## config.mk

```make
export PLATFORM = sky130hd
export DESIGN_NAME = sprite_engine
export DESIGN_NICKNAME = d
export VERILOG_FILES = /design/src/rtl/sprite_pkg.sv /design/src/rtl/sprite_hit.sv /design/src/rtl/sprite_engine.sv
export SDC_FILE = /design/constraint.sdc
export NUM_CORES = 1
export LEC_CHECK = 0
export CAP_MARGIN = 10
export CORE_UTILIZATION = 50
export DETAILED_ROUTE_END_ITERATION = 8
export PLACE_DENSITY_LB_ADDON = 0.15
export SYNTH_ARGS = -nofsm -noshare
export SYNTH_HDL_FRONTEND = slang
export SYNTH_SLANG_ARGS = --single-unit
```

## constraint.sdc

```tcl
create_clock -name clk -period 12.9 [get_ports clk]
set_input_delay 1.935 -clock clk [delete_from_list [all_inputs] [get_ports clk]]
set_output_delay 1.935 -clock clk [all_outputs]
set_load 0.02 [all_outputs]
```

## src/rtl/sprite_pkg.sv

```systemverilog
// Shared definitions for the sprite engine: register-field selects, sprite
// direction encoding and the per-sprite register record.
package sprite_pkg;
    localparam logic [1:0] FLD_X    = 2'b00;
    localparam logic [1:0] FLD_Y    = 2'b01;
    localparam logic [1:0] FLD_DIR  = 2'b10;
    localparam logic [1:0] FLD_CTRL = 2'b11;

    // Coordinates are held at this width, zero-extended from COORD_W.
    localparam int REG_COORD_W = 16;

    typedef enum logic [1:0] {UP, RIGHT, DOWN, LEFT} dir_e;

    typedef struct packed {
        logic [REG_COORD_W-1:0] x;
        logic [REG_COORD_W-1:0] y;
        dir_e                   dir;
        logic                   en;
    } sprite_regs_t;
endpackage

```

## src/rtl/sprite_hit.sv

```systemverilog
// Per-sprite combinational hit test and ROM row/col generation.
// Rotation by direction is built only when SPRITE_ROTATE_EN is defined.
module sprite_hit
    import sprite_pkg::*;
#(
    parameter  int HALF_SIZE = 16,
    parameter  int COORD_W   = 10,
    localparam int S         = 2 * HALF_SIZE,
    localparam int SW        = $clog2(S)
) (
    input  sprite_regs_t         regs,
    input  logic [COORD_W-1:0]   px,
    input  logic [COORD_W-1:0]   py,
    output logic                 hit,
    output logic [SW-1:0]        row,
    output logic [SW-1:0]        col
);
    // Two guard bits keep x+H and px-(x-H) exact for any stored coordinate.
    localparam int CW = REG_COORD_W + 2;
    localparam logic signed [CW-1:0] H_C  = CW'(HALF_SIZE);
    localparam logic signed [CW-1:0] S_C  = CW'(S);
    localparam logic signed [CW-1:0] Z_C  = '0;
    localparam logic [SW-1:0]        MAXC = SW'(S - 1);

    logic signed [CW-1:0] dx, dy;
    logic [SW-1:0]        lx, ly;

    always_comb begin
        dx  = $signed(CW'(px)) - ($signed(CW'(regs.x)) - H_C);
        dy  = $signed(CW'(py)) - ($signed(CW'(regs.y)) - H_C);
        hit = regs.en && (dx >= Z_C) && (dx < S_C) && (dy >= Z_C) && (dy < S_C);
        lx  = dx[SW-1:0];
        ly  = dy[SW-1:0];
    end

`ifdef SPRITE_ROTATE_EN
    always_comb begin
        row = ly;
        col = lx;
        case (regs.dir)
            RIGHT:   begin row = MAXC - lx; col = ly;        end
            DOWN:    begin row = MAXC - ly; col = MAXC - lx; end
            LEFT:    begin row = lx;        col = MAXC - ly; end
            default: ;
        endcase
    end
`else
    logic unused_rot;
    assign unused_rot = ^{regs.dir, MAXC};
    assign row = ly;
    assign col = lx;
`endif
endmodule

```

## src/rtl/sprite_engine.sv

```systemverilog
// Multi-sprite pixel source: staged/active sprite registers committed at frame
// start, lowest-index priority hit, 3-cycle pixel pipeline through sprite ROM.
// Optional SPRITE_ROTATE_EN enables per-sprite 90-degree rotation.
module sprite_engine
    import sprite_pkg::*;
#(
    parameter  int          NUM_SPRITES     = 4,
    parameter  int          HALF_SIZE       = 16,
    parameter  int          COORD_W         = 10,
    parameter  logic [23:0] TRANSPARENT_KEY = 24'hFF00FF,
    localparam int          IW              = $clog2(NUM_SPRITES),
    localparam int          S               = 2 * HALF_SIZE,
    localparam int          SW              = $clog2(S),
    localparam int          AW              = IW + 2 * SW
) (
    input  logic            clk,
    input  logic            rst,
    input  logic            MW_i,
    input  logic [IW+1:0]   address_i,
    input  logic [31:0]     data_i,
    input  logic            frame_start_i,
    input  logic [31:0]     x_pos_i,
    input  logic [31:0]     y_pos_i,
    output logic [AW-1:0]   mem_address_o,
    input  logic [23:0]     mem_data_i,
    output logic [23:0]     RGB_o,
    output logic            hit_o
);
    localparam int IDX_W = (IW > 0) ? IW : 1;

    function automatic sprite_regs_t reset_regs(int i);
        sprite_regs_t r;
        r.x   = REG_COORD_W'(60 + 30 * i);
        r.y   = REG_COORD_W'(40 + 30 * i);
        r.dir = UP;
        r.en  = 1'b1;
        return r;
    endfunction

    sprite_regs_t     stg [NUM_SPRITES];
    sprite_regs_t     act [NUM_SPRITES];
    logic [IDX_W-1:0] wr_idx;

    assign wr_idx = IDX_W'(address_i >> 2);

    // act copies the pre-write staging value when a write meets frame start.
    always_ff @(posedge clk or posedge rst) begin
        if (rst) begin
            for (int i = 0; i < NUM_SPRITES; i++) begin
                stg[i] <= reset_regs(i);
                act[i] <= reset_regs(i);
            end
        end else begin
            if (frame_start_i)
                for (int i = 0; i < NUM_SPRITES; i++) act[i] <= stg[i];
            if (MW_i) begin
                case (address_i[1:0])
                    FLD_X:   stg[wr_idx].x   <= REG_COORD_W'(data_i[COORD_W-1:0]);
                    FLD_Y:   stg[wr_idx].y   <= REG_COORD_W'(data_i[COORD_W-1:0]);
                    FLD_DIR: stg[wr_idx].dir <= dir_e'(data_i[1:0]);
                    default: stg[wr_idx].en  <= data_i[0];
                endcase
            end
        end
    end

    logic [NUM_SPRITES-1:0]         hits;
    logic [NUM_SPRITES-1:0][SW-1:0] rows;
    logic [NUM_SPRITES-1:0][SW-1:0] cols;

    for (genvar g = 0; g < NUM_SPRITES; g++) begin : g_spr
        sprite_hit #(
            .HALF_SIZE (HALF_SIZE),
            .COORD_W   (COORD_W)
        ) u_hit (
            .regs (act[g]),
            .px   (x_pos_i[COORD_W-1:0]),
            .py   (y_pos_i[COORD_W-1:0]),
            .hit  (hits[g]),
            .row  (rows[g]),
            .col  (cols[g])
        );
    end

    logic [IDX_W-1:0] sel;
    logic             any_hit;
    logic [AW-1:0]    addr_next;

    always_comb begin
        sel = '0;
        for (int i = NUM_SPRITES - 1; i >= 0; i--)
            if (hits[i]) sel = IDX_W'(i);
        any_hit   = |hits;
        addr_next = any_hit ? AW'({sel, rows[sel], cols[sel]}) : '0;
    end

    // vld_pipe[1]: hit for the address on mem_address_o; vld_pipe[2]: hit
    // aligned with mem_data_i.
    logic [2:1] vld_pipe;
    logic       opaque;

    assign opaque = vld_pipe[2] && (mem_data_i != TRANSPARENT_KEY);

    always_ff @(posedge clk or posedge rst) begin
        if (rst) begin
            mem_address_o <= '0;
            vld_pipe      <= '0;
            RGB_o         <= '0;
            hit_o         <= 1'b0;
        end else begin
            mem_address_o <= addr_next;
            vld_pipe      <= {vld_pipe[1], any_hit};
            hit_o         <= opaque;
            RGB_o         <= opaque ? mem_data_i : '0;
        end
    end

    logic unused_bits;
    assign unused_bits = ^{data_i[31:COORD_W], x_pos_i[31:COORD_W], y_pos_i[31:COORD_W]};
endmodule

```

==> metrics.md, run 1 <==
| Metric | Value |
|---|---|
| Most used DFF post-synth | dfrtp_1 |
| Pwr dens | 174 nW/um2 |
| DR WL/cell | approximately 20 um |
| Die W | roughly 190 um |
| Post-Synth Simple-Gate Area | 0.156 |
| Crit. End Element | flop |
| Hold WC Path Type | flop to flop |
| Die Ht | roughly 190 um |
| First-pass GRT wire length | just over 70 mm |
| Gpl congestion | 0.967 |
| Hold Slack | 0.349 ns |
| Synthesized cell area | 17,400 um2 |
| Final min period | 6.75 ns |
| Total track usage | 0.254 |
| Post-layout net count | 1,996 |
| Crit Path Class | input port to flop |
| Die Area | ~36,000 um2 |
| Post-synthesis mux area share | 0.125 |
| Hold EP | vld_pipe[2] |
| Logic pwr share | 0.370 |
| Post-route ant nets | 0 |
| Gates resized, CTS repair | 0 |
| RSZ-0062 raised after global routing | no |
| Worst EP required | 13.30 ns |
| Vias | 13,120 |
| Hold Crit Depth | 0 |
| R2r endpoint | mem_address_o[5] |
| Fin crit share | 0.523 |
| Initial antenna violation count | 2 |
| Worst-Margin Slew | 1.01 ns |
| Placeable Area | 34,500 um2 |
| Final clock skew | 0.0241 ns |
| CP Launch Type | input port |
| Internal power consumption | between 2 and 2.5 mW |
| Layout area overhead | 14.5% |
| Port Buf Inserts | 98 |
| # rows | slightly below 70 |
| Syn Nets | 1,915 |
| Final Hold Vio Count | 0 |
| Largest net degree at the start of global routing | between 100 and 150 |
| Layout cell share with drive strength beyond 1 | 0.177 |
| Reg2reg start | act[46] |
| Part of the power in the clock network | 0.285 |
| Worst-path fanout max | 16 |
| Reg2Reg Depth | 14 |
| CTS H-Tree Depth | 2 |
| DP HPWL | around 32 mm |
| Max cap viols | 0 |
| Highest clock rate | 148 MHz |
| Residual DRC | 0 |
| Sequential element share of the synthesized area | 0.439 |
| Setup TNS Final | 0 ns |
| Xor and xnor area share after synthesis | 0.0397 |
| Hold path startpoint | vld_pipe[1] |
| Drt pass-1 iters | 5 |
| Post-Place Cell Area | 18,800 um2 |
| Filler cells | 2,997 |
| Postcts setup bufs | 0 |
| DRT iter0 DRCs | about 940 |
| Fin cells | roughly 2,300 |
| Pre-CTS setup slack | 5.53 ns |
| Via density | 5.82 |
| Yosys warns | 0 |
| Post-synth EDFFs | 0 |
| Clock Tree Buf Depth | 3 |
| Cts hold-fix bufs | 0 |
| Antenna diodes | 0 |
| NetSw | 1.22 mW |
| Seq. cell area | 7660 um2 |
| Worst endpoint data arrival time | roughly 7 ns |
| Vias in the first global route | 12,667 |
| Sequential Power Share | 0.346 |
| Total gr overflow | 0 |
| Cell variety after synth | 81 |
| Max-slew violation count | 0 |
| Final Routed Wirelength | 44.7 mm |
| Post-synthesis adder-cell area fraction | 0.0723 |
| Worst reg-to-reg setup slack | about 7.3 ns |
| CTS root buf | clkbuf_16 |
| Initial Util | 0.506 |
| FFs w/ async S/R, synth | 1.00 |
| Post-Layout Inst Area | around 20,000 um2 |
| Lkg Pwr | 8.70 nW |
| Rel. slew slack | 0.322 |
| Clock sink count | between 300 and 400 |
| Clock slew at reported path FFs | around 0.060 ns |
| I/O pins | 165 |
| CTS tree | built |
| Status | finished clean |
| Post-synthesis compound-gate area fraction | 0.137 |
| Setup ws final | 6.15 ns |
| Main combinational cell family by area after synthesis | simple AND/OR/NAND/NOR gates |
| Sw frac | 0.351 |
| Num CTS Buffers | 35 |
| Area of the multi-input gates | 9250 um2 |
| VDD IR max | 0.153 mV |
| Clock Latency Late Sink | ~0.54 ns |
| Syn_area_per_cell | 10.3 um2 |
| #FFs+latches synth | 303 |
| Cell Count Post-Placement | 2,190 |
| Mapped Cells | around 1,700 |
| Final Setup Violations | 0 |
[metal layers]
layer,up-vias,wire [um],global-route usage
li1,6295,-,-
met1,6416,20800,0.358
met2,339,20500,0.404
met3,68,2160,0.0391
met4,2,1160,0.0726
met5,-,13,0
[synth_stat cells, drive strengths merged, types with 15 or more instances]
library cell,count,share of area
xnor2,54,0.027
nand3,24,0.0069
nor2b,49,0.018
and2,50,0.018
o21ai,104,0.030
mux2i,19,0.011
nor2,100,0.022
clkbuf,51,0.011
dfstp,60,0.090
a31oi,16,0.0057
o22ai,15,0.0054
nor3,37,0.011
nand2b,26,0.0093
nor4,20,0.0075
xor2,25,0.013
nand2,112,0.024
ha,88,0.063
a21oi,76,0.022
a21o,23,0.0099
or3,16,0.0057
inv,79,0.017
mux2,176,0.11
dfrtp,243,0.35
[worst max-delay path: stages]
cell	delay [ns]
clkdlybuf4s50_1	0.73
fa_1	0.62
a211oi_1	0.33
nor2_1	0.15
nor2_1	0.12
mux2_2	0.35
a2111oi_0	0.51
and4b_1	0.35
nand4_1	0.30
a211oi_4	0.95
mux2_2	0.43
o2bb2ai_1	0.33
[worst max path at each step]
stage	start	endpoint	slack (ns)	cells past startpoint
after global placement	y_pos_i[1]	mem_address_o[5]	5.57	12
after CTS	y_pos_i[1]	mem_address_o[5]	6.08	12
after floorplan	rst	RGB_o[0]	2.69	1
after global routing	y_pos_i[1]	mem_address_o[5]	5.89	12
final	y_pos_i[1]	mem_address_o[5]	6.15	12
after detailed placement	y_pos_i[1]	mem_address_o[5]	5.53	12
[stage by stage]
step           total power, mW   util
2_1_floorplan             2.16      -
3_3_place_gp              2.46  0.546
3_5_place_dp              2.49  0.546
4_1_cts                   3.49  0.580
5_1_grt                   3.69  0.580
6_report                  3.49  0.580
[layout make-up]
class / count / share of cell area
multi-input combinational: 1247 / 0.463
sequential: 303 / 0.383
timing repair buffer: 106 / 0.0522
clock buffer: 50 / 0.0492
tap: 455 / 0.0285
inverter: 79 / 0.0152
clock inverter: 13 / 0.00839
[cells in the final DEF (no fill, tap or decap), types with 8 or more instances in the layout]
cell type | Yosys | layout
o211ai_1 | 10 | 10
clkdlybuf4s50_1 | 0 | 97
o21a_1 | 13 | 13
ha_1 | 88 | 88
xor2_1 | 25 | 25
nand2b_1 | 26 | 26
nor3b_1 | 11 | 11
o2111ai_1 | 8 | 8
a31oi_1 | 16 | 15
and2_1 | 50 | 50
nor2b_1 | 49 | 49
dfstp_2 | 60 | 60
buf_4 | 0 | 8
clkbuf_16 | 0 | 35
a21oi_1 | 76 | 76
mux2_2 | 176 | 176
mux2i_1 | 19 | 19
nand4_1 | 12 | 12
or3_1 | 16 | 16
nor4b_1 | 8 | 8
o22ai_1 | 15 | 15
clkbuf_1 | 51 | 10
nor3_1 | 37 | 36
inv_1 | 79 | 78
a211oi_1 | 11 | 11
nand3b_1 | 9 | 9
a2111oi_0 | 8 | 8
fa_1 | 8 | 8
a21o_1 | 23 | 23
nor4_1 | 19 | 19
dfrtp_1 | 243 | 243
nand2_1 | 112 | 112
o21ai_0 | 102 | 102
o2bb2ai_1 | 8 | 8
nand3_1 | 24 | 24
xnor2_1 | 54 | 54
nor2_1 | 99 | 99
[kinds of logic (layout without fill, tap and decap cells)]
family                     after synthesis  after routing
AOI/OAI and AO/OA                      365            365
xor gates and xnor gates                79             79
adders and majority gates               96             96
buffers and inverters                  141            248
DFF                                    303            303
muxes                                  195            195
and+or+nand+nor                        512            512
[power by group through the flow]
stage	Combinational (mW)	Sequential [mW]	Clock (mW)
5_1_grt	1.42	1.22	1.05
2_1_floorplan	0.976	1.19	0
4_1_cts	1.28	1.20	1.01
6_report	1.29	1.20	0.992
3_5_place_dp	1.27	1.22	0
3_3_place_gp	1.25	1.21	0
Note: power is estimated with default switching activity, not from simulation.
==> run 2: changes to the inputs <==
- clock period: 12.9 -> 6.8 ns (I/O delays scaled with it)
==> metrics.md, run 2 (synthesized netlist as in run 1, its figures left out) <==
| Metric | Value |
|---|---|
| Status | finished clean |
| Total track usage | 0.247 |
| Logic pwr share | 0.371 |
| Crit. End Element | flop |
| Fin cells | ~2,300 |
| Gates resized, CTS repair | 0 |
| Post-layout net count | approximately 2,000 |
| Vias in the first global route | 12,609 |
| Final Setup Violations | 0 |
| Rel. slew slack | 0.336 |
| Sequential Power Share | 0.347 |
| Pwr dens | 330 nW/um2 |
| Clock slew at reported path FFs | roughly 0.06 ns |
| Hold WC Path Type | flop to flop |
| Placeable Area | 34,500 um2 |
| Die Ht | between 150 and 200 um |
| CTS root buf | clkbuf_16 |
| Setup TNS Final | 0 ns |
| Clock Tree Buf Depth | 3 |
| Via density | 5.90 |
| Postcts setup bufs | 0 |
| CP Launch Type | input port |
| Final Routed Wirelength | 43.9 mm |
| Fin crit share | 0.794 |
| Final Hold Vio Count | 0 |
| Gpl congestion | between 0.9 and 1 |
| Most frequent cells in the layout | dfrtp_1 (243), mux2_2 (176), nand2_1 (112), o21ai_0 (102), nor2_1 (98) |
| Drt pass-1 iters | 5 |
| Most common cell after layout, fill and taps aside | dfrtp_1 |
| First-pass GRT wire length | 69.1 mm |
| Final min period | 5.40 ns |
| DP HPWL | 30.8 mm |
| Die Area | 35,600 um2 |
| Residual DRC | 0 |
| Final clock skew | between 0.02 and 0.025 ns |
| RSZ-0062 raised after global routing | no |
| Initial antenna violation count | 2 |
| # rows | 68 |
| CTS tree | built |
| Die W | 189 um |
| Antenna diodes | 0 |
| DRT iter0 DRCs | 804 |
| Initial Util | 0.506 |
| Worst-path fanout max | 15 |
| Clock Latency Late Sink | about 0.53 ns |
| Cell Count Post-Placement | around 2,200 |
| Pre-CTS setup slack | approximately 0.88 ns |
| Cts hold-fix bufs | 0 |
| Layout area overhead | 14.6% |
| Worst reg-to-reg setup slack | 1.54 ns |
| Num CTS Buffers | 36 |
| Post-route ant nets | 0 |
| CTS H-Tree Depth | 2 |
| Crit Path Class | input port to flop |
| Worst endpoint data arrival time | 5.73 ns |
| Port Buf Inserts | 98 |
| Worst EP required | 7.14 ns |
| NetSw | 2.34 mW |
| VDD IR max | about 0.21 mV |
| I/O pins | ~170 |
| Lkg Pwr | 8.71 nW |
| Highest clock rate | 185 MHz |
| Layout cell share with drive strength beyond 1 | 0.181 |
| Vias | 13,313 |
| Clock sink count | about 300 |
| Worst-Margin Slew | 0.997 ns |
| Total gr overflow | 0 |
| Max cap viols | 0 |
| Setup ws final | about 1.4 ns |
| Sw frac | 0.354 |
| DR WL/cell | between 15 and 20 um |
| Max-slew violation count | 0 |
| Part of the power in the clock network | 0.283 |
| Largest net degree at the start of global routing | about 170 |
| Internal power consumption | 4.26 mW |
run 2: final timing paths:
kind / startpoint / endpoint / depth (start not counted)
worst max-delay path: x_pos_i[1] / mem_address_o[9] / 13
worst min-delay path: vld_pipe[1] / vld_pipe[2] / 0
worst max register to register: act[7] / mem_address_o[9] / 12
worst min register to register: vld_pipe[1] / vld_pipe[2] / 0
max in group asynchronous: rst / act[42] / 3
min in group asynchronous: rst / asynchronous set/reset pin / 2
run 2: cell type report:
cell class                 count  area, um2
timing repair buffer         107       1060
fill                        3016      14500
clock inverter                16        125
inverter                      79        300
sequential                   303       7660
tap                          455        569
multi-input combinational   1247       9250
clock buffer                  48       1020
run 2: metal layers:
metal / global-route usage / wire length (um) / up-vias
met5: 0 / 0 / -
met4: 0.0772 / 1240 / 0
met3: 0.0313 / 2430 / 61
met2: 0.368 / 18700 / 394
met1: 0.372 / 21600 / 6583
li1: - / - / 6275
run 2: per-stage QoR:
stage | instance area (um2) | hold slack (ns) | utilization | power [mW]
floorplan | 17400 | 0.331 | - | 4.10
global placement | 18800 | 0.335 | 0.546 | 4.65
detailed placement | 18800 | 0.347 | 0.546 | 4.71
CTS | 20000 | 0.360 | 0.580 | 6.60
global route | 20000 | 0.377 | 0.580 | 7.00
finish | 20000 | 0.361 | 0.580 | 6.60
run 2: power by group through the flow:
stage / Sequential, mW / Clock (mW) / Combinational, mW
2_1_floorplan: 2.25 / 0 / 1.85
3_3_place_gp: 2.30 / 0 / 2.35
3_5_place_dp: 2.32 / 0 / 2.39
4_1_cts: 2.29 / 1.91 / 2.41
5_1_grt: 2.32 / 1.98 / 2.70
6_report: 2.29 / 1.86 / 2.44
run 2: critical path, stage by stage:
cell             delay (ns)
clkdlybuf4s50_1        0.70
inv_1                  0.22
fa_1                   0.48
nand2b_1               0.18
a21oi_1                0.23
nor2_1                 0.10
xnor2_1                0.32
o2111ai_1              0.19
nor4_1                 0.52
nand4b_1               0.38
a211oi_4               0.87
mux2i_1                0.35
o221ai_1               0.17
